==> src/rtl/mem_arbiter_pkg.sv <==
`default_nettype none
// ============================================================================
//  Module      : mem_arbiter_pkg
//  Description : Shared definitions for the byte-wide RAM port arbiter.
//                These include state and size encodings, the IO address
//                window, the data word type and a size-to-last-byte helper.
//  Revision    : 1.0  initial release
// ============================================================================
package mem_arbiter_pkg;

    typedef logic [31:0] DATA_TYPE;

    typedef enum logic [1:0] {
        ST_IDLE  = 2'd0,
        ST_FETCH = 2'd1,
        ST_LOAD  = 2'd2,
        ST_STORE = 2'd3
    } state_e;

    localparam logic [1:0] SZ_BYTE = 2'd0;
    localparam logic [1:0] SZ_HALF = 2'd1;
    localparam logic [1:0] SZ_WORD = 2'd2;

    // Address bits [17:16] equal to this value select the UART window.
    localparam logic [1:0] IO_ADDR_HI = 2'b11;

    localparam logic LAST_IF  = 1'b0;
    localparam logic LAST_LSB = 1'b1;

    // Index of the final byte of a transfer. The unused size code is
    // treated as a full word.
    function automatic logic [1:0] size_to_last(input logic [1:0] size);
        case (size)
            SZ_BYTE: size_to_last = 2'd0;
            SZ_HALF: size_to_last = 2'd1;
            default: size_to_last = 2'd3;
        endcase
    endfunction

endpackage
`default_nettype wire

==> src/rtl/mem_arbiter_if.sv <==
`default_nettype none
// ============================================================================
//  Module      : mem_arbiter_if
//  Description : Request, completion and RAM-port signals of the arbiter.
//                The slave modport is the arbiter side. The master modport
//                is the environment side (fetcher, LSB, ROB, RAM, UART).
//  Ports       : rdy, fetch req/done, LSB req/done, ROB flush,
//                RAM din/dout/addr/wr, io_buffer_full
//  Revision    : 1.0  initial release
// ============================================================================
interface mem_arbiter_if;
    import mem_arbiter_pkg::*;

    logic        rdy;
    logic        in_if_flag;
    DATA_TYPE    in_if_pc;
    logic        out_if_flag;
    DATA_TYPE    out_if_inst;
    logic        in_lsb_flag;
    logic        in_lsb_wr;
    DATA_TYPE    in_lsb_addr;
    logic [1:0]  in_lsb_size;
    DATA_TYPE    in_lsb_data;
    logic        out_lsb_flag;
    DATA_TYPE    out_lsb_data;
    logic        in_rob_xbp;
    logic [7:0]  mem_din;
    logic [7:0]  mem_dout;
    DATA_TYPE    mem_a;
    logic        mem_wr;
    logic        io_buffer_full;

    modport slave (
        input  rdy, in_if_flag, in_if_pc, in_lsb_flag, in_lsb_wr, in_lsb_addr,
               in_lsb_size, in_lsb_data, in_rob_xbp, mem_din, io_buffer_full,
        output out_if_flag, out_if_inst, out_lsb_flag, out_lsb_data,
               mem_dout, mem_a, mem_wr
    );

    modport master (
        output rdy, in_if_flag, in_if_pc, in_lsb_flag, in_lsb_wr, in_lsb_addr,
               in_lsb_size, in_lsb_data, in_rob_xbp, mem_din, io_buffer_full,
        input  out_if_flag, out_if_inst, out_lsb_flag, out_lsb_data,
               mem_dout, mem_a, mem_wr
    );

endinterface
`default_nettype wire

==> src/rtl/mem_arbiter.sv <==
`default_nettype none
// ============================================================================
//  Module      : mem_arbiter
//  Description : Shares a single byte-wide RAM port between instruction
//                fetch (4-byte reads) and the LSB (1/2/4-byte loads and
//                stores). Multi-byte transfers are sequenced one byte per
//                cycle, little-endian. A ROB flush cancels fetches only.
//  Ports       : clk, rst (sync, active-high), bus (mem_arbiter_if.slave)
//  Revision    : 1.0  initial release
// ============================================================================
module mem_arbiter
    import mem_arbiter_pkg::*;
(
    input  logic         clk,
    input  logic         rst,
    mem_arbiter_if.slave bus
);

    state_e     state_q;
    logic       last_served_q;
    logic       if_pend_q, lsb_pend_q;
    DATA_TYPE   if_pc_q;
    logic       lsb_wr_q;
    DATA_TYPE   lsb_addr_q, lsb_data_q;
    logic [1:0] lsb_size_q;
    logic [1:0] cnt_q, last_q;
    logic       io_q;
    DATA_TYPE   asm_q, wbuf_q;
    logic       out_if_flag_q, out_lsb_flag_q;
    DATA_TYPE   out_if_inst_q, out_lsb_data_q;
    DATA_TYPE   mem_a_q;
    logic [7:0] mem_dout_q;
    logic       mem_wr_q;

    // Request resolution: a pulse from a requester that is already pending
    // or in flight is ignored, and a fetch pulse coinciding with a flush
    // is dropped.
    logic idle, if_busy, lsb_busy, if_new, lsb_new, if_req, lsb_req;
    logic grant_if, grant_lsb;

    assign idle     = (state_q == ST_IDLE);
    assign if_busy  = if_pend_q | (state_q == ST_FETCH);
    assign lsb_busy = lsb_pend_q | (state_q == ST_LOAD) | (state_q == ST_STORE);
    assign if_new   = bus.in_if_flag & ~if_busy & ~bus.in_rob_xbp;
    assign lsb_new  = bus.in_lsb_flag & ~lsb_busy;
    assign if_req   = (if_pend_q & ~bus.in_rob_xbp) | if_new;
    assign lsb_req  = lsb_pend_q | lsb_new;

    // On a collision the LSB wins unless it was the last one served.
    assign grant_lsb = idle & lsb_req & (~if_req | (last_served_q == LAST_IF));
    assign grant_if  = idle & if_req & ~grant_lsb;

    // A granted request comes from its latch if pending, else straight
    // from the pulse inputs.
    DATA_TYPE   g_pc, g_addr, g_data;
    logic       g_wr, g_io;
    logic [1:0] g_size;

    assign g_pc   = if_pend_q  ? if_pc_q    : bus.in_if_pc;
    assign g_addr = lsb_pend_q ? lsb_addr_q : bus.in_lsb_addr;
    assign g_data = lsb_pend_q ? lsb_data_q : bus.in_lsb_data;
    assign g_wr   = lsb_pend_q ? lsb_wr_q   : bus.in_lsb_wr;
    assign g_size = lsb_pend_q ? lsb_size_q : bus.in_lsb_size;
    assign g_io   = (g_addr[17:16] == IO_ADDR_HI);

    // The word being assembled, with the byte on mem_din inserted at cnt_q.
    DATA_TYPE asm_next;
    always_comb begin
        asm_next = asm_q;
        asm_next[{cnt_q, 3'b000} +: 8] = bus.mem_din;
    end

    always_ff @(posedge clk) begin
        if (rst) begin
            state_q        <= ST_IDLE;
            last_served_q  <= LAST_IF;
            if_pend_q      <= 1'b0;
            lsb_pend_q     <= 1'b0;
            if_pc_q        <= '0;
            lsb_wr_q       <= 1'b0;
            lsb_addr_q     <= '0;
            lsb_data_q     <= '0;
            lsb_size_q     <= '0;
            cnt_q          <= '0;
            last_q         <= '0;
            io_q           <= 1'b0;
            asm_q          <= '0;
            wbuf_q         <= '0;
            out_if_flag_q  <= 1'b0;
            out_lsb_flag_q <= 1'b0;
            out_if_inst_q  <= '0;
            out_lsb_data_q <= '0;
            mem_a_q        <= '0;
            mem_dout_q     <= '0;
            mem_wr_q       <= 1'b0;
        end else if (bus.rdy) begin
            out_if_flag_q  <= 1'b0;
            out_lsb_flag_q <= 1'b0;

            if (grant_if || bus.in_rob_xbp) begin
                if_pend_q <= 1'b0;
            end else if (if_new) begin
                if_pend_q <= 1'b1;
                if_pc_q   <= bus.in_if_pc;
            end

            if (grant_lsb) begin
                lsb_pend_q <= 1'b0;
            end else if (lsb_new) begin
                lsb_pend_q <= 1'b1;
                lsb_wr_q   <= bus.in_lsb_wr;
                lsb_addr_q <= bus.in_lsb_addr;
                lsb_size_q <= bus.in_lsb_size;
                lsb_data_q <= bus.in_lsb_data;
            end

            case (state_q)
                ST_IDLE: begin
                    mem_wr_q <= 1'b0;
                    if (grant_lsb) begin
                        last_served_q <= LAST_LSB;
                        mem_a_q       <= g_addr;
                        cnt_q         <= 2'd0;
                        last_q        <= size_to_last(g_size);
                        asm_q         <= '0;
                        if (g_wr) begin
                            state_q    <= ST_STORE;
                            io_q       <= g_io;
                            mem_dout_q <= g_data[7:0];
                            wbuf_q     <= g_data >> 8;
                            mem_wr_q   <= ~(g_io & bus.io_buffer_full);
                        end else begin
                            state_q <= ST_LOAD;
                        end
                    end else if (grant_if) begin
                        last_served_q <= LAST_IF;
                        state_q       <= ST_FETCH;
                        mem_a_q       <= g_pc;
                        cnt_q         <= 2'd0;
                        last_q        <= 2'd3;
                        asm_q         <= '0;
                    end
                end

                ST_FETCH: begin
                    mem_wr_q <= 1'b0;
                    if (bus.in_rob_xbp) begin
                        state_q <= ST_IDLE;
                    end else begin
                        asm_q <= asm_next;
                        if (cnt_q == last_q) begin
                            out_if_flag_q <= 1'b1;
                            out_if_inst_q <= asm_next;
                            state_q       <= ST_IDLE;
                        end else begin
                            cnt_q   <= cnt_q + 2'd1;
                            mem_a_q <= mem_a_q + 32'd1;
                        end
                    end
                end

                ST_LOAD: begin
                    mem_wr_q <= 1'b0;
                    asm_q    <= asm_next;
                    if (cnt_q == last_q) begin
                        out_lsb_flag_q <= 1'b1;
                        out_lsb_data_q <= asm_next;
                        state_q        <= ST_IDLE;
                    end else begin
                        cnt_q   <= cnt_q + 2'd1;
                        mem_a_q <= mem_a_q + 32'd1;
                    end
                end

                ST_STORE: begin
                    // mem_wr_q high means byte cnt_q went out last cycle;
                    // low means it was held back by a full UART buffer.
                    if (mem_wr_q) begin
                        if (cnt_q == last_q) begin
                            out_lsb_flag_q <= 1'b1;
                            state_q        <= ST_IDLE;
                            mem_wr_q       <= 1'b0;
                        end else begin
                            cnt_q      <= cnt_q + 2'd1;
                            mem_a_q    <= mem_a_q + 32'd1;
                            mem_dout_q <= wbuf_q[7:0];
                            wbuf_q     <= wbuf_q >> 8;
                            mem_wr_q   <= ~(io_q & bus.io_buffer_full);
                        end
                    end else begin
                        mem_wr_q <= ~(io_q & bus.io_buffer_full);
                    end
                end

                default: begin
                    state_q  <= ST_IDLE;
                    mem_wr_q <= 1'b0;
                end
            endcase
        end
    end

    assign bus.out_if_flag  = out_if_flag_q;
    assign bus.out_if_inst  = out_if_inst_q;
    assign bus.out_lsb_flag = out_lsb_flag_q;
    assign bus.out_lsb_data = out_lsb_data_q;
    assign bus.mem_a        = mem_a_q;
    assign bus.mem_dout     = mem_dout_q;
    assign bus.mem_wr       = mem_wr_q;

endmodule
`default_nettype wire

==> src/flat_wrapper.sv <==
// flat-port wrapper written by rule: the top's interface ports become plain ports
module mem_arbiter_flat import mem_arbiter_pkg::*;
  (clk, rst, bus_rdy, bus_in_if_flag, bus_in_if_pc, bus_in_lsb_flag, bus_in_lsb_wr, bus_in_lsb_addr, bus_in_lsb_size, bus_in_lsb_data, bus_in_rob_xbp, bus_mem_din, bus_io_buffer_full, bus_out_if_flag, bus_out_if_inst, bus_out_lsb_flag, bus_out_lsb_data, bus_mem_dout, bus_mem_a, bus_mem_wr);
  mem_arbiter_if bus_i ();
  input  logic clk;
  input  logic rst;
  input wire logic [$bits(bus_i.rdy)-1:0] bus_rdy;
  input wire logic [$bits(bus_i.in_if_flag)-1:0] bus_in_if_flag;
  input wire logic [$bits(bus_i.in_if_pc)-1:0] bus_in_if_pc;
  input wire logic [$bits(bus_i.in_lsb_flag)-1:0] bus_in_lsb_flag;
  input wire logic [$bits(bus_i.in_lsb_wr)-1:0] bus_in_lsb_wr;
  input wire logic [$bits(bus_i.in_lsb_addr)-1:0] bus_in_lsb_addr;
  input wire logic [$bits(bus_i.in_lsb_size)-1:0] bus_in_lsb_size;
  input wire logic [$bits(bus_i.in_lsb_data)-1:0] bus_in_lsb_data;
  input wire logic [$bits(bus_i.in_rob_xbp)-1:0] bus_in_rob_xbp;
  input wire logic [$bits(bus_i.mem_din)-1:0] bus_mem_din;
  input wire logic [$bits(bus_i.io_buffer_full)-1:0] bus_io_buffer_full;
  output wire logic [$bits(bus_i.out_if_flag)-1:0] bus_out_if_flag;
  output wire logic [$bits(bus_i.out_if_inst)-1:0] bus_out_if_inst;
  output wire logic [$bits(bus_i.out_lsb_flag)-1:0] bus_out_lsb_flag;
  output wire logic [$bits(bus_i.out_lsb_data)-1:0] bus_out_lsb_data;
  output wire logic [$bits(bus_i.mem_dout)-1:0] bus_mem_dout;
  output wire logic [$bits(bus_i.mem_a)-1:0] bus_mem_a;
  output wire logic [$bits(bus_i.mem_wr)-1:0] bus_mem_wr;
  assign bus_i.rdy = bus_rdy;
  assign bus_i.in_if_flag = bus_in_if_flag;
  assign bus_i.in_if_pc = bus_in_if_pc;
  assign bus_i.in_lsb_flag = bus_in_lsb_flag;
  assign bus_i.in_lsb_wr = bus_in_lsb_wr;
  assign bus_i.in_lsb_addr = bus_in_lsb_addr;
  assign bus_i.in_lsb_size = bus_in_lsb_size;
  assign bus_i.in_lsb_data = bus_in_lsb_data;
  assign bus_i.in_rob_xbp = bus_in_rob_xbp;
  assign bus_i.mem_din = bus_mem_din;
  assign bus_i.io_buffer_full = bus_io_buffer_full;
  assign bus_out_if_flag = bus_i.out_if_flag;
  assign bus_out_if_inst = bus_i.out_if_inst;
  assign bus_out_lsb_flag = bus_i.out_lsb_flag;
  assign bus_out_lsb_data = bus_i.out_lsb_data;
  assign bus_mem_dout = bus_i.mem_dout;
  assign bus_mem_a = bus_i.mem_a;
  assign bus_mem_wr = bus_i.mem_wr;
  mem_arbiter u_core (.clk(clk), .rst(rst), .bus(bus_i));
endmodule
==> config.mk <==
export PLATFORM = sky130hd
export DESIGN_NAME = mem_arbiter_flat
export DESIGN_NICKNAME = d
export VERILOG_FILES = /design/src/rtl/mem_arbiter_pkg.sv /design/src/rtl/mem_arbiter_if.sv /design/src/rtl/mem_arbiter.sv /design/src/flat_wrapper.sv
export SDC_FILE = /design/constraint.sdc
export NUM_CORES = 1
export LEC_CHECK = 0
export ABC_AREA = 1
export CORE_MARGIN = 3
export CORE_UTILIZATION = 45
export CTS_BUF_LIST = sky130_fd_sc_hd__clkbuf_4 sky130_fd_sc_hd__clkbuf_8
export CTS_CLUSTER_DIAMETER = 150
export DETAILED_ROUTE_END_ITERATION = 8
export PLACE_DENSITY_LB_ADDON = 0.3
export SYNTH_ARGS = -nofsm -noshare
export SYNTH_HDL_FRONTEND = slang
export SYNTH_SLANG_ARGS = --single-unit
==> constraint.sdc <==
create_clock -name clk -period 2.75 [get_ports clk]
set_input_delay 0.825 -clock clk [delete_from_list [all_inputs] [get_ports clk]]
set_output_delay 0.825 -clock clk [all_outputs]
set_load 0.05 [all_outputs]
==> impl_results.md, run 1 <==
* Core region area at 30000 sq um
* Initial DRC Count at 1112
* Tmin final at 2.71 ns
* Vias in the first global route at 12800
* Reg-to-Reg End: u_core.bus.mem_a[19]
* Top cell type by total area after synthesis: dfxtp_1
* Placed Cells at 2704
* Netlist cell types at 27
* Crit share post-route at 98.5%
* R2r startpoint: u_core.state_q[1]
* Die H at 181 microns
* Hold Crit Class: reg2reg
* Reg clk slew, reported paths at 0.05 ns
* Worst setup EP type: output pin
* Via count at 14200
* Critical-path maximum fanout at 5
* Clock latency on the worst-skew pair at 0.56 ns
* Critical-path cell list: clkdlybuf4s50_1
* Net Count, Synth at 2311
* Num ports at 221
* First-pass GRT wire length at 64400 microns
* Outcome: complete, no violations
* Drt pass-1 iters at 6
* Cell with the most instances after synthesis: nand2_1
* Clk sink count at 272
* Layout cell share with drive strength beyond 1 at 5.44%
* DR WL/cell at 14.5 microns
* Final Hold Vio Count at 0
* P_leak at 0.00730 uW
* Wirelength, routed at 40300 microns
* Row count at 63
* Post-synthesis register bit count at 272
* CP peak stage delay at 0.86 ns
* Clock Path Buffers at 3
* Synth top area share at 39.4%
* Setup repair bufs after CTS at 0
* Area contributors post-synth: dfxtp_1 39%, nand2_1 17%, nor2_1 12%
* Relative slew slack at 58.9%
* Root Buffer: clkbuf_8
* Overflow left after global routing at 0
* Nets@finish at 2488
* Final GP Congestion at 0.880
* Crit. Startpoint: u_core.bus.mem_a[17]
* Post-Syn Instances at 2186
* All-Layer GR Usage at 23.4%
* Synth warn at 0
* Setup violators final at 0
* Slowest cell on crit path: clkdlybuf4s50_1
* Synth Cell Area at 13800 sq um
* Crit path depth at 1
* Pwr dens at 855 nW/um^2
* Slew Limit Fails at 0
* Utilization after layout at 58.2%
* Hold Buf Count CTS at 0
* Prevailing post-synth register cell: dfxtp_1
* Delay-heaviest family, CP: buffers and inverters
* Die area at 32900 sq um
* Avg Inst Size Synth at 6.33 sq um
* RSZ-0062 raised after global routing: no
* Final Skew at 0.0194 ns
* Top cells by count, synth: 621 x nand2_1, 449 x nor2_1, 272 x dfxtp_1
* Antenna Violating Nets Remaining at 0
* Fmax at 369 MHz
* Crit path capture: bus_mem_a[17]
* DP Wirelength at 28600 microns
* Fraction of registers with async set/reset at 0%
* Largest net degree at the start of global routing at 70
* Post-synth EDFFs at 0
* Overall Power at 14900 uW
* Initial core utilization at 46.2%
* Fill count at 2904
* Arr. time, crit path at 1.88 ns
* Reg2Reg Depth at 13
* Vias/cell at 5.09
* TritonCTS buffer count at 47
* CTS tree: built
* Worst-margin pin slew at 0.614 ns
* H-tree depth at 2
* Peak supply drop at 0.500 mV
* Reg2Reg Setup Slack at 0.42 ns
* Crit path kind: reg2out
* Port bufs at 220
* Post-route insts no fill at 2785
* Max_cap viols at 0
* Proportion of synthesized chip area in sequential cells at 39.4%
* # DRC at 0
* Initial antenna violation count at 6
* Synth-to-layout area growth at 26.1%
* Die width at 181 microns
* Startpoint Class: register
* WP buf/inv at 1
* Critical path required time at 1.93 ns
==> worst min-delay path by stage <==
| stage | cells past startpoint | slack [ns] | from | end |
|---|---|---|---|---|
| final | 2 | 0.44 | u_core.lsb_data_q[19] | u_core.lsb_data_q[19] |
| after global routing | 2 | 0.47 | u_core.lsb_addr_q[18] | u_core.lsb_addr_q[18] |
| after CTS | 2 | 0.44 | u_core.lsb_data_q[22] | u_core.lsb_data_q[22] |
| after detailed placement | 2 | 0.44 | u_core.lsb_data_q[22] | u_core.lsb_data_q[22] |
| after global placement | 2 | 0.43 | u_core.lsb_data_q[18] | u_core.lsb_data_q[18] |
| after floorplan | 2 | 0.42 | u_core.io_q | u_core.io_q |
==> cells in the final DEF, fill, tap and decap left out, drive strengths merged, types with 11 or more instances in the layout <==
| cell type | count |
|---|---|
| a21oi | 86 |
| buf | 40 |
| clkbuf | 72 |
| clkdlybuf4s50 | 214 |
| dfxtp | 272 |
| ha | 11 |
| inv | 189 |
| mux2i | 57 |
| nand2 | 622 |
| nand3 | 131 |
| nor2 | 450 |
| o21ai | 185 |
| o22ai | 32 |
==> through the flow <==
stage	hold slack, ns	area [sq um]	setup TNS (ns)	setup slack (ns)
3_3_place_gp	0.431	16500	-1.66	-0.0551
4_1_cts	0.444	17400	0	0.00414
3_5_place_dp	0.437	16500	-5.92	-0.145
2_1_floorplan	0.424	13800	0	0.597
6_report	0.444	17400	0	0.0422
5_1_grt	0.465	17400	0	0.000695
==> what timing repair did <==
item / in CTS / in global routing
gates resized for setup: 1 / 5
pin swaps: 0 / 0
cloned: 0 / 0
endpoints found under the setup margin: 1 / 5
==> layout make-up <==
class,instances,area (sq um),area share [%]
antenna,6,15.0,0.0861
clock buffer,72,878,5.04
clock inverter,3,21.3,0.122
inverter,189,714,4.10
multi-input combinational,1593,7130,40.9
sequential,272,5450,31.3
tap,390,488,2.80
timing repair buffer,260,2740,15.7
==> registers in the layout, indices dropped and copies added (netlist names), 2 cells and up <==
| signal | flops |
|---|---|
| u_core.bus.out_if_inst | 32 |
| u_core.cnt_q | 2 |
| u_core.bus.mem_dout | 8 |
| u_core.bus.out_lsb_data | 32 |
| u_core.wbuf_q | 24 |
| u_core.lsb_size_q | 2 |
| u_core.state_q | 2 |
| u_core.asm_q | 32 |
| u_core.if_pc_q | 32 |
| u_core.last_q | 2 |
| u_core.lsb_data_q | 32 |
| u_core.lsb_addr_q | 32 |
| u_core.bus.mem_a | 32 |
==> layer usage <==
metal	wire [microns]	GRT usage (%)
met5	13	0
met4	926	7.89
met3	2940	3.68
met2	18000	35.9
met1	18500	33.4
==> logic make-up (layout without fill, tap and decap cells) <==
kind of cell / count (synthesis) / after routing / synth area share, %
AND/OR/NAND/NOR: 1210 / 1210 / 34.3
buffers and inverters: 321 / 524 / 9.24
AO/OA/AOI/OAI: 311 / 311 / 11.7
flip-flops: 272 / 272 / 39.4
multiplexers: 57 / 57 / 4.13
adder cells (fa/ha/maj): 11 / 11 / 0.995
XOR/XNOR: 4 / 4 / 0.253
other: 0 / 6 / 0
==> power by group <==
part,switching [uW],leakage (uW),internal [uW],total [uW]
sequential,531,0.00222,4640,5170
clock,1580,0.000480,2010,3590
combinational,4110,0.00460,2030,6140
(Power assumes the default switching activity.)
==> run 2: changes to the inputs <==
--- a/config.mk
+++ b/config.mk
@@ -6,6 +6,7 @@
 export NUM_CORES = 1
 export LEC_CHECK = 0
 export ABC_AREA = 1
+export CAP_MARGIN = 20
 export CORE_MARGIN = 3
 export CORE_UTILIZATION = 45
 export CTS_BUF_LIST = sky130_fd_sc_hd__clkbuf_4 sky130_fd_sc_hd__clkbuf_8
==> results of run 2 <==
Final layout, timing and power as in run 1 (identical DEF).
==> run 3: changes to the inputs <==
--- a/config.mk
+++ b/config.mk
@@ -5,10 +5,12 @@
 export SDC_FILE = /design/constraint.sdc
 export NUM_CORES = 1
 export LEC_CHECK = 0
-export ABC_AREA = 1
+export ABC_AREA = 0
 export CAP_MARGIN = 20
+export CELL_PAD_IN_SITES_DETAIL_PLACEMENT = 1
+export CELL_PAD_IN_SITES_GLOBAL_PLACEMENT = 1
 export CORE_MARGIN = 3
-export CORE_UTILIZATION = 45
+export CORE_UTILIZATION = 41
 export CTS_BUF_LIST = sky130_fd_sc_hd__clkbuf_4 sky130_fd_sc_hd__clkbuf_8
 export CTS_CLUSTER_DIAMETER = 150
 export DETAILED_ROUTE_END_ITERATION = 8
==> run 3 against run 2 <==
Effect of this change:
- sequential share of layout area grew 1.2 points
- critical path type unchanged
- maximum frequency shrank 0.44%
- hold slack gained 0.0093 ns
- utilization shrank 3.4 points
- largest power group is now sequential cells
- critical endpoint is now bus_mem_a[3]
- clock skew grew 0.0067 ns
- clock-buffer cell count grew 2
==> impl_results.md, run 3 <==
* TNS Setup at 0 ns (unchanged)
* Hold Buf Count CTS at 0 (unchanged)
* Clk sink count at 272 (unchanged)
* # diodes at 0 (-6)
* Post-Syn Instances at 1546 (-29%)
* Leading cell type in the layout, fill and taps excluded: dfxtp_1
* Nets@finish at 1904 (-23%)
* # DRC at 0 (unchanged)
* Netlist cell types at 64 (+140%)
* Crit share post-route at 98.9% (+0.44 points)
* Crit. Startpoint: u_core.bus.mem_a[3]
* Post-Synth XOR/XNOR Area at 0.137% (-0.12 points)
* Drt pass-1 iters at 5 (-1)
* Port bufs at 220 (unchanged)
* DR WL/cell at 20.1 microns (+39%)
* Clock latency on the worst-skew pair at 0.56 ns (about the same)
* Die H at 183 microns (+0.83%)
* Design Area, Final at 16800 sq um (-3.5%)
* Vias in the first global route at 12900 (+0.52%)
* Initial antenna violation count at 2 (-4)
* Overflow left after global routing at 0 (unchanged)
* Synth-to-layout area growth at 31.2%
* RSZ-0062 raised after global routing: no
* Post-Synth Adder-Cell Area at 1.07% (+0.079 points)
* Arr. time, crit path at 1.89 ns (about the same)
* Fraction of registers with async set/reset at 0% (unchanged)
* P_leak at 0.00654 uW (-10%)
* Initial core utilization at 41.8% (-4.4 points)
* Slew Limit Fails at 0 (unchanged)
* Synth Cell Area at 12800 sq um (-7.3%)
* Wirelength, routed at 44300 microns (+9.9%)
* H-tree depth at 2 (unchanged)
* Largest family of logic cells by synthesized area: compound AO/OA/AOI/OAI gates
* R2r startpoint: u_core.state_q[0]
* Vias/cell at 5.65 (+11%)
* Largest net degree at the start of global routing at 87 (+24%)
* Area fraction in and, or, nand and nor cells after synthesis at 18.8% (-15 points)
* Delay-heaviest family, CP: buffers and inverters
* Most frequent cells in the layout: 270 x dfxtp_1, 216 x nor2_1, 211 x clkdlybuf4s50_1
* Synth top area share at 42.5% (+3.1 points)
* Row count at 64 (+1.6%)
* Synth warn at 0 (unchanged)
* CTS tree: built
* Core region area at 30700 sq um (+2.4%)
* Reg clk slew, reported paths at 0.06 ns (about the same)
* Critical-path maximum fanout at 6 (+1)
* Pwr dens at 687 nW/um^2 (-20%)
* Min-delay src: u_core.lsb_data_q[12]
* Final GP Congestion at 0.884 (+0.41%)
* Synth Area in Compound Gates at 19.6% (+7.9 points)
* Clock Path Buffers at 3 (unchanged)
* Slowest cell on crit path: clkdlybuf4s50_1
* Max_cap viols at 0 (unchanged)
* All-Layer GR Usage at 25.8% (+2.5 points)
* Final Hold Vio Count at 0 (unchanged)
* Peak supply drop at 0.384 mV (-23%)
* Hold Crit Class: reg2reg
* Top cell type by total area after synthesis: dfxtp_1
* Hold Slack at 0.454 ns (+0.00928 ns)
* Setup violators final at 0 (unchanged)
* Critical path required time at 1.93 ns (about the same)
* CP peak stage delay at 0.87 ns (about the same)
* Antenna Violating Nets Remaining at 0 (unchanged)
* Outcome: complete, no violations
* Post-synthesis register bit count at 272 (unchanged)
* Avg Inst Size Synth at 8.29 sq um (+31%)
* Initial DRC Count at 831 (-25%)
* Area of the multi-input gates at 6730 sq um (-5.5%)
* Num ports at 221 (unchanged)
* Root Buffer: clkbuf_8
* Dpl cell area at 15900 sq um (-3.9%)
* Register Area at 5450 sq um (about the same)
* Net Count, Synth at 1671 (-28%)
* Worst setup EP type: output pin
* Fmax at 368 MHz (-0.44%)
* Relative slew slack at 47.2% (-12 points)
* Crit path kind: reg2out
* Fill count at 3585 (+23%)
* Via count at 12500 (-12%)
* Overall Power at 11500 uW (-22%)
* TritonCTS buffer count at 47 (unchanged)
* Layout cell share with drive strength beyond 1 at 10.3% (+4.9 points)
* Worst-margin pin slew at 0.790 ns (+0.176 ns)
* Proportion of synthesized chip area in sequential cells at 42.5% (+3.1 points)
* Post-layout worst setup margin at 0.0302 ns (-0.0120 ns)
* WP buf/inv at 1 (unchanged)
* First-pass GRT wire length at 70600 microns (+9.6%)
* Final Skew at 0.0261 ns (+0.00673 ns)
* Dpl ws at -0.359 ns (-0.214 ns)
* Mux cell area share after synthesis at 12.6% (+8.5 points)
* DP Wirelength at 31300 microns (+9.6%)
* Critical-path cell list: clkdlybuf4s50_1
* Post-synth EDFFs at 0 (unchanged)
* Top cells by count, synth: 272 x dfxtp_1, 216 x nor2_1, 188 x nand2_1
* Tmin final at 2.72 ns (+0.0120 ns)
* Area contributors post-synth: dfxtp_1 42%, mux2i_1 12%, nor2_1 6.3%
* Die width at 183 microns (+0.83%)
* Startpoint Class: register
* Prevailing post-synth register cell: dfxtp_1
* Die area at 33400 sq um (+1.7%)
* Cell with the most instances after synthesis: dfxtp_1
==> run 3: metrics by stage <==
| step | instances | util, % |
|---|---|---|
| 2_1_floorplan | 1546 | - |
| 3_3_place_gp | 2125 | 51.7 |
| 3_5_place_dp | 2126 | 51.7 |
| 4_1_cts | 2205 | 54.8 |
| 5_1_grt | 2205 | 54.8 |
| 6_report | 2205 | 54.8 |
==> run 3: logic make-up after synthesis <==
| family | after synthesis |
|---|---|
| simple gates | 543 |
| flops | 272 |
| xor+xnor | 2 |
| mux | 161 |
| buf+inv | 165 |
| fa+ha+maj | 11 |
| compound gates | 392 |
==> run 3: timing repair <==
item,4_1_cts,5_1_grt
setup buffers,0,0
setup endpoints to repair,3,19
gates resized for setup,3,8
cloned,0,0
==> run 3: cell type report <==
class	instances	share of cell area [%]
timing repair buffer	301	17.9
tap	396	2.95
inverter	48	1.07
clock buffer	74	5.43
multi-input combinational	1109	40.1
clock inverter	5	0.193
sequential	272	32.4
==> run 3: power breakdown <==
part	internal, uW	total [uW]	switching, uW
combinational	1270	3310	2040
sequential	4220	4480	261
clock	2090	3760	1670
total	7580	11500	3960
==> run 3: final timing paths <==
| path | cells past startpoint | endpoint | slack (ns) |
|---|---|---|---|
| worst min register to register | 2 | u_core.lsb_data_q[12] | 0.45 |
| worst min-delay path | 2 | u_core.lsb_data_q[12] | 0.45 |
| worst max-delay path | 1 | bus_mem_a[3] | 0.03 |
| worst max register to register | 9 | u_core.bus.mem_a[4] | 0.18 |
==> run 3: per-layer routing <==
metal | part of all wire, % | wire [microns] | GRT usage (%)
met2 | 47 | 21000 | 43.1
met3 | 5.1 | 2260 | 4.58
met5 | 0.077 | 34 | 0
met1 | 45 | 20000 | 34.8
met4 | 2.2 | 978 | 6.53
